File: config.mk
export PLATFORM = sky130hd
export DESIGN_NAME = fp_div_seq
export DESIGN_NICKNAME = d
export VERILOG_FILES = /design/src/rtl/fp_pkg.sv /design/src/rtl/fp_mant_div_step.sv /design/src/rtl/fp_div_seq.sv
export SDC_FILE = /design/constraint.sdc
export NUM_CORES = 1
export LEC_CHECK = 0
export CORE_MARGIN = 5
export CORE_UTILIZATION = 30
export CTS_CLUSTER_DIAMETER = 50
export DETAILED_ROUTE_END_ITERATION = 12
export SLEW_MARGIN = 40
export SYNTH_ARGS = -nofsm -noshare
export SYNTH_HDL_FRONTEND = slang
export SYNTH_SLANG_ARGS = --single-unit
File: constraint.sdc
create_clock -name clock -period 4.15 [get_ports clock]
set_input_delay 0.83 -clock clock [delete_from_list [all_inputs] [get_ports clock]]
set_output_delay 0.83 -clock clock [all_outputs]
set_load 0.01 [all_outputs]
File: src/rtl/fp_pkg.sv
// Shared floating-point definitions for the arithmetic unit (divider and multiplier).
package fp_pkg;

   localparam int              QBITS     = 26;
   localparam logic [4:0]      QCNT_LAST = 5'(QBITS - 1);
   localparam logic signed [9:0] EXP_BIAS = 10'sd127;
   localparam int              FRAC_W    = 23;
   localparam int              EXP_W     = 8;
   localparam logic [31:0]     QNAN      = 32'h7FC0_0000;

   typedef enum logic [1:0] {
      IDLE = 2'd0,
      DIV  = 2'd1,
      RND  = 2'd2
   } div_state_e;

   typedef enum logic [1:0] {
      FP_ZERO   = 2'd0,
      FP_INF    = 2'd1,
      FP_NAN    = 2'd2,
      FP_NORMAL = 2'd3
   } fp_class_e;

   // Result override decided at accept time; SPC_NONE means "use the computed quotient".
   typedef enum logic [1:0] {
      SPC_NONE = 2'd0,
      SPC_NAN  = 2'd1,
      SPC_INF  = 2'd2,
      SPC_ZERO = 2'd3
   } spc_kind_e;

   // Operand class with flush-to-zero: a zero exponent (zero or denormal) counts as zero.
   function automatic fp_class_e fp_classify(input logic [31:0] x);
      fp_class_e c;
      if (x[FRAC_W+EXP_W-1:FRAC_W] == 8'h00) begin
         c = FP_ZERO;
      end else if (x[FRAC_W+EXP_W-1:FRAC_W] == 8'hFF) begin
         if (x[FRAC_W-1:0] == 23'h0) begin
            c = FP_INF;
         end else begin
            c = FP_NAN;
         end
      end else begin
         c = FP_NORMAL;
      end
      return c;
   endfunction

endpackage

File: src/rtl/fp_mant_div_step.sv
// One restoring division step: compare/subtract, then shift the partial remainder.
module fp_mant_div_step (
   input  logic [25:0] rem,
   input  logic [23:0] mb,
   output logic [25:0] rem_next,
   output logic        qbit
);

   logic [24:0] diff_s;

   // Subtract the divisor when it fits; the remainder leaves this step already doubled.
   always_comb begin
      diff_s = rem[24:0] - {1'b0, mb};
      if (rem >= {2'b00, mb}) begin
         qbit     = 1'b1;
         rem_next = {diff_s, 1'b0};
      end else begin
         qbit     = 1'b0;
         rem_next = {rem[24:0], 1'b0};
      end
   end

endmodule

File: src/rtl/fp_div_seq.sv
// Sequential IEEE-754 single-precision divider, one quotient bit per clock, RNE rounding.
// Optional macro FPDIV_FLAGS_EN adds flags[4:0] = {invalid, divzero, overflow, underflow, inexact}.
module fp_div_seq
   import fp_pkg::*;
(
   input  logic        clock,
   input  logic        reset_n,
   input  logic        start,
   input  logic [31:0] dataa,
   input  logic [31:0] datab,
   output logic        busy,
   output logic        done,
   output logic [31:0] result
`ifdef FPDIV_FLAGS_EN
   ,
   output logic [4:0]  flags
`endif
);

   div_state_e          state_r, state_s;
   logic [4:0]          cnt_r;
   logic [25:0]         rem_r, rem_next_s;
   logic [23:0]         mb_r;
   logic [25:0]         q_r;
   logic                qbit_s;
   logic signed [9:0]   exp_r, e_norm_s, e_fin_s;
   logic                sign_r;
   spc_kind_e           spc_r, spc_in_s;
   fp_class_e           cls_a_s, cls_b_s;
   logic                busy_r, done_r;
   logic [31:0]         result_r, result_s;
   logic [23:0]         sig_s;
   logic [24:0]         sum_s;
   logic [22:0]         frac_s;
   logic                guard_s, sticky_s, rnd_up_s, ovf_s, unf_s;
`ifdef FPDIV_FLAGS_EN
   logic                dz_r, dz_in_s;
   logic [4:0]          flags_r, flags_s;
`endif

   // The remainder register holds the already-doubled partial remainder, so it starts at ma.
   fp_mant_div_step u_step (
      .rem      (rem_r),
      .mb       (mb_r),
      .rem_next (rem_next_s),
      .qbit     (qbit_s)
   );

   // Special-operand classification at accept; iterations still run, RND overrides.
   always_comb begin
      cls_a_s  = fp_classify(dataa);
      cls_b_s  = fp_classify(datab);
      spc_in_s = SPC_NONE;
`ifdef FPDIV_FLAGS_EN
      dz_in_s  = 1'b0;
`endif
      if (cls_a_s == FP_NAN || cls_b_s == FP_NAN ||
          (cls_a_s == FP_ZERO && cls_b_s == FP_ZERO) ||
          (cls_a_s == FP_INF && cls_b_s == FP_INF)) begin
         spc_in_s = SPC_NAN;
      end else if (cls_a_s == FP_INF) begin
         spc_in_s = SPC_INF;
      end else if (cls_b_s == FP_ZERO) begin
         spc_in_s = SPC_INF;
`ifdef FPDIV_FLAGS_EN
         dz_in_s  = 1'b1;
`endif
      end else if (cls_a_s == FP_ZERO || cls_b_s == FP_INF) begin
         spc_in_s = SPC_ZERO;
      end else begin
         spc_in_s = SPC_NONE;
      end
   end

   // Next-state logic: IDLE -> DIV on start, DIV for QBITS steps, RND for one cycle.
   always_comb begin
      state_s = state_r;
      case (state_r)
         IDLE:    if (start) state_s = DIV; else state_s = IDLE;
         DIV:     if (cnt_r == QCNT_LAST) state_s = RND; else state_s = DIV;
         RND:     state_s = IDLE;
         default: state_s = IDLE;
      endcase
   end

   // Normalise, round-to-nearest-even and pack the quotient.
   always_comb begin
      if (q_r[25]) begin
         sig_s    = q_r[25:2];
         guard_s  = q_r[1];
         sticky_s = q_r[0] | (rem_r != 26'd0);
         e_norm_s = exp_r;
      end else begin
         sig_s    = q_r[24:1];
         guard_s  = q_r[0];
         sticky_s = (rem_r != 26'd0);
         e_norm_s = exp_r - 10'sd1;
      end
      rnd_up_s = guard_s & (sticky_s | sig_s[0]);
      sum_s    = {1'b0, sig_s} + {24'd0, rnd_up_s};
      if (sum_s[24]) begin
         frac_s  = sum_s[23:1];
         e_fin_s = e_norm_s + 10'sd1;
      end else begin
         frac_s  = sum_s[22:0];
         e_fin_s = e_norm_s;
      end
      ovf_s = (e_fin_s >= 10'sd255);
      unf_s = (e_fin_s <= 10'sd0);
      case (spc_r)
         SPC_NAN:  result_s = QNAN;
         SPC_INF:  result_s = {sign_r, 8'hFF, 23'h0};
         SPC_ZERO: result_s = {sign_r, 31'h0};
         default: begin
            if (ovf_s) begin
               result_s = {sign_r, 8'hFF, 23'h0};
            end else if (unf_s) begin
               result_s = {sign_r, 31'h0};
            end else begin
               result_s = {sign_r, e_fin_s[7:0], frac_s};
            end
         end
      endcase
   end

`ifdef FPDIV_FLAGS_EN
   // Exception flags; computed-result flags apply only when no special override is active.
   always_comb begin
      if (spc_r == SPC_NONE) begin
         flags_s = {1'b0, 1'b0, ovf_s, unf_s & ~ovf_s, ovf_s | unf_s | guard_s | sticky_s};
      end else begin
         flags_s = {spc_r == SPC_NAN, dz_r, 3'b000};
      end
   end
`endif

   // FSM state register.
   always_ff @(posedge clock or negedge reset_n) begin
      if (!reset_n) begin
         state_r <= IDLE;
      end else begin
         state_r <= state_s;
      end
   end

   // Datapath and registered handshake/result outputs.
   always_ff @(posedge clock or negedge reset_n) begin
      if (!reset_n) begin
         cnt_r    <= 5'd0;
         rem_r    <= 26'd0;
         mb_r     <= 24'd0;
         q_r      <= 26'd0;
         exp_r    <= 10'sd0;
         sign_r   <= 1'b0;
         spc_r    <= SPC_NONE;
         busy_r   <= 1'b0;
         done_r   <= 1'b0;
         result_r <= 32'h0;
`ifdef FPDIV_FLAGS_EN
         dz_r     <= 1'b0;
         flags_r  <= 5'd0;
`endif
      end else begin
         done_r <= 1'b0;
         case (state_r)
            IDLE: begin
               if (start) begin
                  sign_r <= dataa[31] ^ datab[31];
                  exp_r  <= $signed({2'b00, dataa[30:23]}) - $signed({2'b00, datab[30:23]}) + EXP_BIAS;
                  rem_r  <= {3'b001, dataa[22:0]};
                  mb_r   <= {1'b1, datab[22:0]};
                  q_r    <= 26'd0;
                  cnt_r  <= 5'd0;
                  spc_r  <= spc_in_s;
                  busy_r <= 1'b1;
`ifdef FPDIV_FLAGS_EN
                  dz_r   <= dz_in_s;
`endif
               end
            end
            DIV: begin
               rem_r <= rem_next_s;
               q_r   <= {q_r[24:0], qbit_s};
               cnt_r <= cnt_r + 5'd1;
            end
            RND: begin
               result_r <= result_s;
               done_r   <= 1'b1;
               busy_r   <= 1'b0;
`ifdef FPDIV_FLAGS_EN
               flags_r  <= flags_s;
`endif
            end
            default: begin
               busy_r <= 1'b0;
            end
         endcase
      end
   end

   assign busy   = busy_r;
   assign done   = done_r;
   assign result = result_r;
`ifdef FPDIV_FLAGS_EN
   assign flags  = flags_r;
`endif

endmodule

==> results of run 1 <==
## worst paths after layout
kind                       startpoint          to  slack [ns]  depth (start not counted)
max reg2reg                   q_r[25]  result[19]        0.46                         12
min in group clock           mb_r[23]    mb_r[23]        0.45                          2
max                           q_r[25]  result[19]        0.46                         12
max in group asynchronous     reset_n    rem_r[9]        2.83                          2
min                           reset_n  result[12]        0.44                          1
min reg2reg                  mb_r[23]    mb_r[23]        0.45                          2
## flip-flops by register name, summed over array words and instances, names as in the netlist
signal,flops
result,32
exp_r,10
state_r,2
done,1
cnt_r,5
busy,1
sign_r,1
mb_r,24
rem_r,26
q_r,26
spc_r,2
## power breakdown
| part | total, mW | internal (mW) | switching, mW |
|---|---|---|---|
| clock network | 1.55 | 0.984 | 0.564 |
| logic | 5.32 | 2.29 | 3.03 |
| registers | 2.40 | 1.78 | 0.616 |
## final cells by class
type,instances,share of cell area [%]
sequential,130,29.33
clock inverter,10,1.195
tap,396,4.466
multi-input combinational,813,48.76
antenna,1,0.02255
timing repair buffer,115,10.13
inverter,55,1.861
clock buffer,21,4.240
## logic make-up (layout without fill, tap and decap cells)
kind of cell | after synthesis | in the layout
AOI/OAI and AO/OA | 299 | 299
xor gates and xnor gates | 81 | 81
adders and majority gates | 44 | 44
buffers and inverters | 121 | 201
DFF | 130 | 130
muxes | 25 | 25
other | 0 | 1
and+or+nand+nor | 364 | 364
## metal layers
metal	up-vias	track usage [%]
li1	3979	-
met1	3865	21.33
met2	184	23.04
met3	21	2.585
met4	0	3.401
met5	-	0
## cells in the final DEF, fill, tap and decap left out, drive strengths merged, types with 37 or more instances in the layout
cell	synthesis	layout
ha	42	42
dfrtp	130	130
inv	55	55
clkdlybuf4s50	0	99
nor2	50	50
a21oi	55	55
o21ai	94	94
nand3	37	37
xnor2	48	48
nand2	144	144
## worst max-delay path, delay by kind of cell (launching register included)
kind,cells,cell delay [ns]
simple gates,9,2.62
compound gates,2,0.36
fa+ha+maj,1,0.21
flops,1,0.43
## through the flow
stage	worst slack, ns	cells	total power, mW	instance area [um2]	util (%)
3_5_place_dp	0.4958	1509	7.676	10490	34.56
5_1_grt	0.2272	1540	10.12	11090	36.55
3_3_place_gp	0.5924	1509	7.607	10480	34.54
4_1_cts	0.4276	1540	9.278	11090	36.54
2_1_floorplan	0.01006	1064	6.415	9153	-
6_report	0.4638	1541	9.271	11100	36.56
==> impl_metrics.toml, run 1 <==
[yosys]
ys_seq_area_share_pct = 35.60
synthTopCellsByCount = "nand2_1, dfrtp_1, o21ai_0"
synthFlopType = "dfrtp_1"
synth_xor_area_share_pct = 7.927
synth_simple_gate_area_share_pct = 20.10
synthAdderAreaFrac_pct = 6.188
yosys_warnings = 0
syn_area_mm2 = 0.009139
yosys.cell_types.count = 74
synthTopCellsByArea = "dfrtp_1, nand2_1, ha_1, o21ai_0, xnor2_1"
netlist.area_leader.share_pct = 35.60
synth_top_family_by_area = "compound AO/OA/AOI/OAI gates"
synth.most_common_cell = "nand2_1"
synth_compound_area_share_pct = 21.95
synthMuxAreaShare_pct = 2.793
ys_seq_elements = 130
async_reset_ff_share_pct = 100.0
synthCells = 1064
synth_enable_flop_cells = 0
syn_nets = 1175
synth_largest_area_cell = "dfrtp_1"
synth.avg_cell_area_um2 = 8.589

[clock_tree]
cts_tree = "yes"
htree_levels = 4
post_cts.repair.setup_buffers = 0
cts_hold_buf = 0
clock_latency_ns = 0.42
clk_pin_slew_worst_paths_ns = 0.06
cts-root-buf = "clkbuf_16"
cts.sinks = 130
numCtsBuffers = 17
cts-resized-gates = 0
clockBufferDepth = 2

[outcome]
status = "complete, no violations"

[global_routing]
grt_pass1_vias = 7745
antenna_found_initial = 0
gr-total-overflow = 0
grt_usage_pct = 14.75
grt_pass1_wl_um = 41080
grt_start_max_net_pins = 81

[worst_setup_path]
crit_fanout = 23
slowest_stage = "nor4_4"
critPathArrivalTime_ns = 4.03
slowest_delay_ns = 0.54
path_cells = "nand2b_1 > a21oi_1 > ha_1 > nand2_1 > nor4_4 > nand4b_4 > or3_4 > nor4_1 > nand2b_2 > nor3b_4 > and3_4 > a32o_1"
crit_type = "reg -> reg"
end_kind = "flip-flop"
start_kind = "flip-flop"
critical_path_required_ns = 4.50

[die]
start_util_pct = 30.11
die_h_um = 184.5
rows = 64
io_pins = 101
die_x_um = 184.5
core_mm2 = 0.03035
die_area_mm2 = 0.03405

[hold_path]
hold_class = "in -> async"

[routing]
drt-total-wl_um = 24940
top_layer = "met4"
wl_per_cell_um = 16.19
met2_length_um = 11460
dr.pass1.iters = 5
via_per_inst = 5.223
wl_met3_um = 1168
num_vias = 8049
antenna_left = 0
wl_met1_um = 12000
drtIter0Drc = 611
drc = 0

[timing]
worst_pin_slew_ns = 0.7257
clock.fmax_ghz = 0.2713
finalHoldViolations = 0
period_minus_slack_ns = 3.686
relSlewSlack_pct = 51.51
setup_viol = 0
post-route-period-util_pct = 88.82
setup_tns_ns = 0
skew_ns = 0.01062
maxSlewViolCount = 0
rsz0062_at_grt = "no"
whs_ns = 0.4442

[placed_design]
detailed_place_hpwl_um = 18560
place.port_buffers = 100
gp_congestion = 0.8682

[layout]
fill_cells = 3061
areaGrowthSynthToFinish_pct = 21.41
multiInputGateArea_mm2 = 0.005410
finalNetCount = 1243
drive_gt1_share_pct = 6.906
seqCellArea_mm2 = 0.003254

[run]
cap_viol_max_count = 0

[pwr]
peakVddDrop_uv = 376.7
power_leakage_nw = 4.588
power.density_mw_per_mm2 = 835.6
No activity file was read; power rests on OpenSTA's default activity.
==> inputs of run 2 (changes only) <==
GPL_ROUTABILITY_DRIVEN = 0   (was default)
==> results of run 2 <==
Same layout as run 1: the final DEF is identical, and so are final timing and power.
==> inputs of run 3 (changes only) <==
ABC_AREA = 1   (was default)
GPL_ROUTABILITY_DRIVEN = default   (was 0)
==> impl_metrics.toml, run 3 <==
[outcome]
status = "complete, no violations"

[worst_setup_path]
crit_type = "reg -> reg"
crit_fanout = 28
reg2reg_to = "result[25]"
rr_startpoint = "q_r[25]"
critical_path_required_ns = 4.45
ff2ff_path_depth = 18
end_kind = "flip-flop"
r2r_slack_ns = 0.76
critPathArrivalTime_ns = 3.69
start_kind = "flip-flop"

[global_routing]
grt_pass1_wl_um = 43840
grt_pass1_vias = 8918
gr-total-overflow = 0
grt_usage_pct = 14.86
grt_start_max_net_pins = 104
antenna_found_initial = 0

[timing]
maxSlewViolCount = 0
setup_viol = 0
relSlewSlack_pct = 51.43
worst_pin_slew_ns = 0.7275
post-route-period-util_pct = 81.67
period_minus_slack_ns = 3.389
skew_ns = 0.008300
whs_ns = 0.3260
setup_tns_ns = 0
clock.fmax_ghz = 0.2950
rsz0062_at_grt = "no"
finalHoldViolations = 0

[die]
core_mm2 = 0.03139
start_util_pct = 30.16
die_area_mm2 = 0.03522
die_h_um = 187.7
die_x_um = 187.7
rows = 65
io_pins = 101

[yosys]
synth_simple_gate_area_share_pct = 31.01
yosys.cell_types.count = 51
synth_compound_area_share_pct = 14.26
synth_top_family_by_area = "simple AND/OR/NAND/NOR gates"
synthMuxAreaShare_pct = 0.2114
synthCells = 1374
ys_seq_elements = 130
synth_xor_area_share_pct = 4.162
syn_area_mm2 = 0.009469
synth_largest_area_cell = "dfrtp_1"
ys_seq_area_share_pct = 34.36
async_reset_ff_share_pct = 100.0
synthAdderAreaFrac_pct = 5.973
synth.most_common_cell = "nand2_1"
synthTopCellsByArea = "dfrtp_1, nand2_1, inv_1, ha_1, o21ai_0"
synth_enable_flop_cells = 0
yosys_warnings = 0
netlist.area_leader.share_pct = 34.36
synthFlopType = "dfrtp_1"
syn_nets = 1485
synthTopCellsByCount = "nand2_1, inv_1, dfrtp_1"
synth.avg_cell_area_um2 = 6.892

[clock_tree]
cts-resized-gates = 0
clockBufferDepth = 2
cts-root-buf = "clkbuf_16"
cts.sinks = 130
clk_pin_slew_worst_paths_ns = 0.06
htree_levels = 4
numCtsBuffers = 17
cts_tree = "yes"
clock_latency_ns = 0.43
cts_hold_buf = 0
post_cts.repair.setup_buffers = 0

[layout]
stdcell_count = 1880
drive_gt1_share_pct = 4.939
final_common_cell = "nand2_1"
largest_reg_flops = 32
diodes = 0
finish.utilization_pct = 36.42
areaGrowthSynthToFinish_pct = 20.73
finalNetCount = 1576
layout_common_cells = "nand2_1, inv_1, dfrtp_1"

[placed_design]
detailed_place_hpwl_um = 20190
gp_congestion = 0.8858
dp_cells = 1847
place.port_buffers = 100

[run]
cap_viol_max_count = 0

[pwr]
power.density_mw_per_mm2 = 751.9
peakVddDrop_uv = 366.6
power_leakage_nw = 5.445
power.total_mw = 8.596

[routing]
drt-total-wl_um = 26160
drc = 0
wl_per_cell_um = 13.92
num_vias = 9080
drtIter0Drc = 482
via_per_inst = 4.830
antenna_left = 0
dr.pass1.iters = 5

[hold_path]
hold_class = "in -> async"
## run 3: cell types whose count changed in the layout (fill, tap and decap cells not counted), sizes merged, moves of 10 or more
cell	previous run	this run
mux2i	21	2
a22oi	13	1
inv	55	189
a22o	30	0
nand2	144	395
a21o	13	3
nand3	37	74
o22ai	13	28
a32o	11	0
xnor2	48	12
a211oi	12	0
o21ai	94	108
nor2	50	116
nand2b	16	0
## run 3: metal layers
layer  GRT usage [%]  wire length [um]  share of wire [%]  vias up
li1                -                 -                  -     4676
met5               0                 0                  0        -
met3           2.625              1033                3.9       24
met1           19.68             12440                 48     4179
met2           25.15             12300                 47      201
met4           3.924               386                1.5        0
## run 3: layout make-up
| class | count | area [um2] |
|---|---|---|
| inverters | 190 | 714.4 |
| clock inverters | 11 | 88.84 |
| well taps | 402 | 503.0 |
| multi-input cells | 1010 | 5276 |
| clock buffers | 21 | 450.4 |
| repair buffers | 116 | 1146 |
| flip-flops and latches | 130 | 3253 |
| fillers | 3358 | 19960 |
## run 3: cells by family (layout without fill, tap and decap cells)
kind of cell / Yosys count / after routing
mux: 2 / 2
fa+ha+maj: 44 / 44
simple gates: 679 / 679
flops: 130 / 130
buf+inv: 234 / 338
compound gates: 240 / 240
xor+xnor: 45 / 45
## run 3: worst max-delay path by stage
stage | startpoint | end | slack, ns | cells past startpoint
CTS | q_r[25] | result[25] | 0.76 | 18
global route | q_r[25] | result[25] | 0.29 | 18
floorplan | q_r[25] | result[28] | 1.29 | 20
finish | q_r[25] | result[25] | 0.76 | 18
detailed placement | dataa[23] | exp_r[7] | 0.71 | 13
global placement | dataa[23] | exp_r[7] | 0.78 | 13
## run 3: critical path, stage by stage (launching register included)
cell and delay [ns]:
dfrtp_1 0.73, inv_2 0.36, nand2_1 0.13, nand2_1 0.12
nor2_1 0.20, nand2_1 0.12, nor2_4 0.19, nand3_4 0.21
clkinv_2 0.21, nand2_1 0.07, nand2_1 0.09, inv_1 0.05
nand3_1 0.07, nor2_1 0.04, nand2_1 0.09, a21oi_1 0.07
buf_4 0.17, nand2_1 0.20, nand3_1 0.11
## run 3: power breakdown
part	switching (mW)	leakage, nW	total, mW	internal [mW]
combinational	3.25	3.53	5.14	1.89
sequential	0.300	1.65	2.04	1.74
clock	0.579	0.266	1.41	0.831
total	4.13	5.45	8.60	4.47
## run 3: stage by stage
stage	instance area [um2]	setup slack (ns)
global placement	10860	0.7772
CTS	11400	0.7583
finish	11430	0.7606
floorplan	9469	1.293
global route	11430	0.2931
detailed placement	10870	0.7123
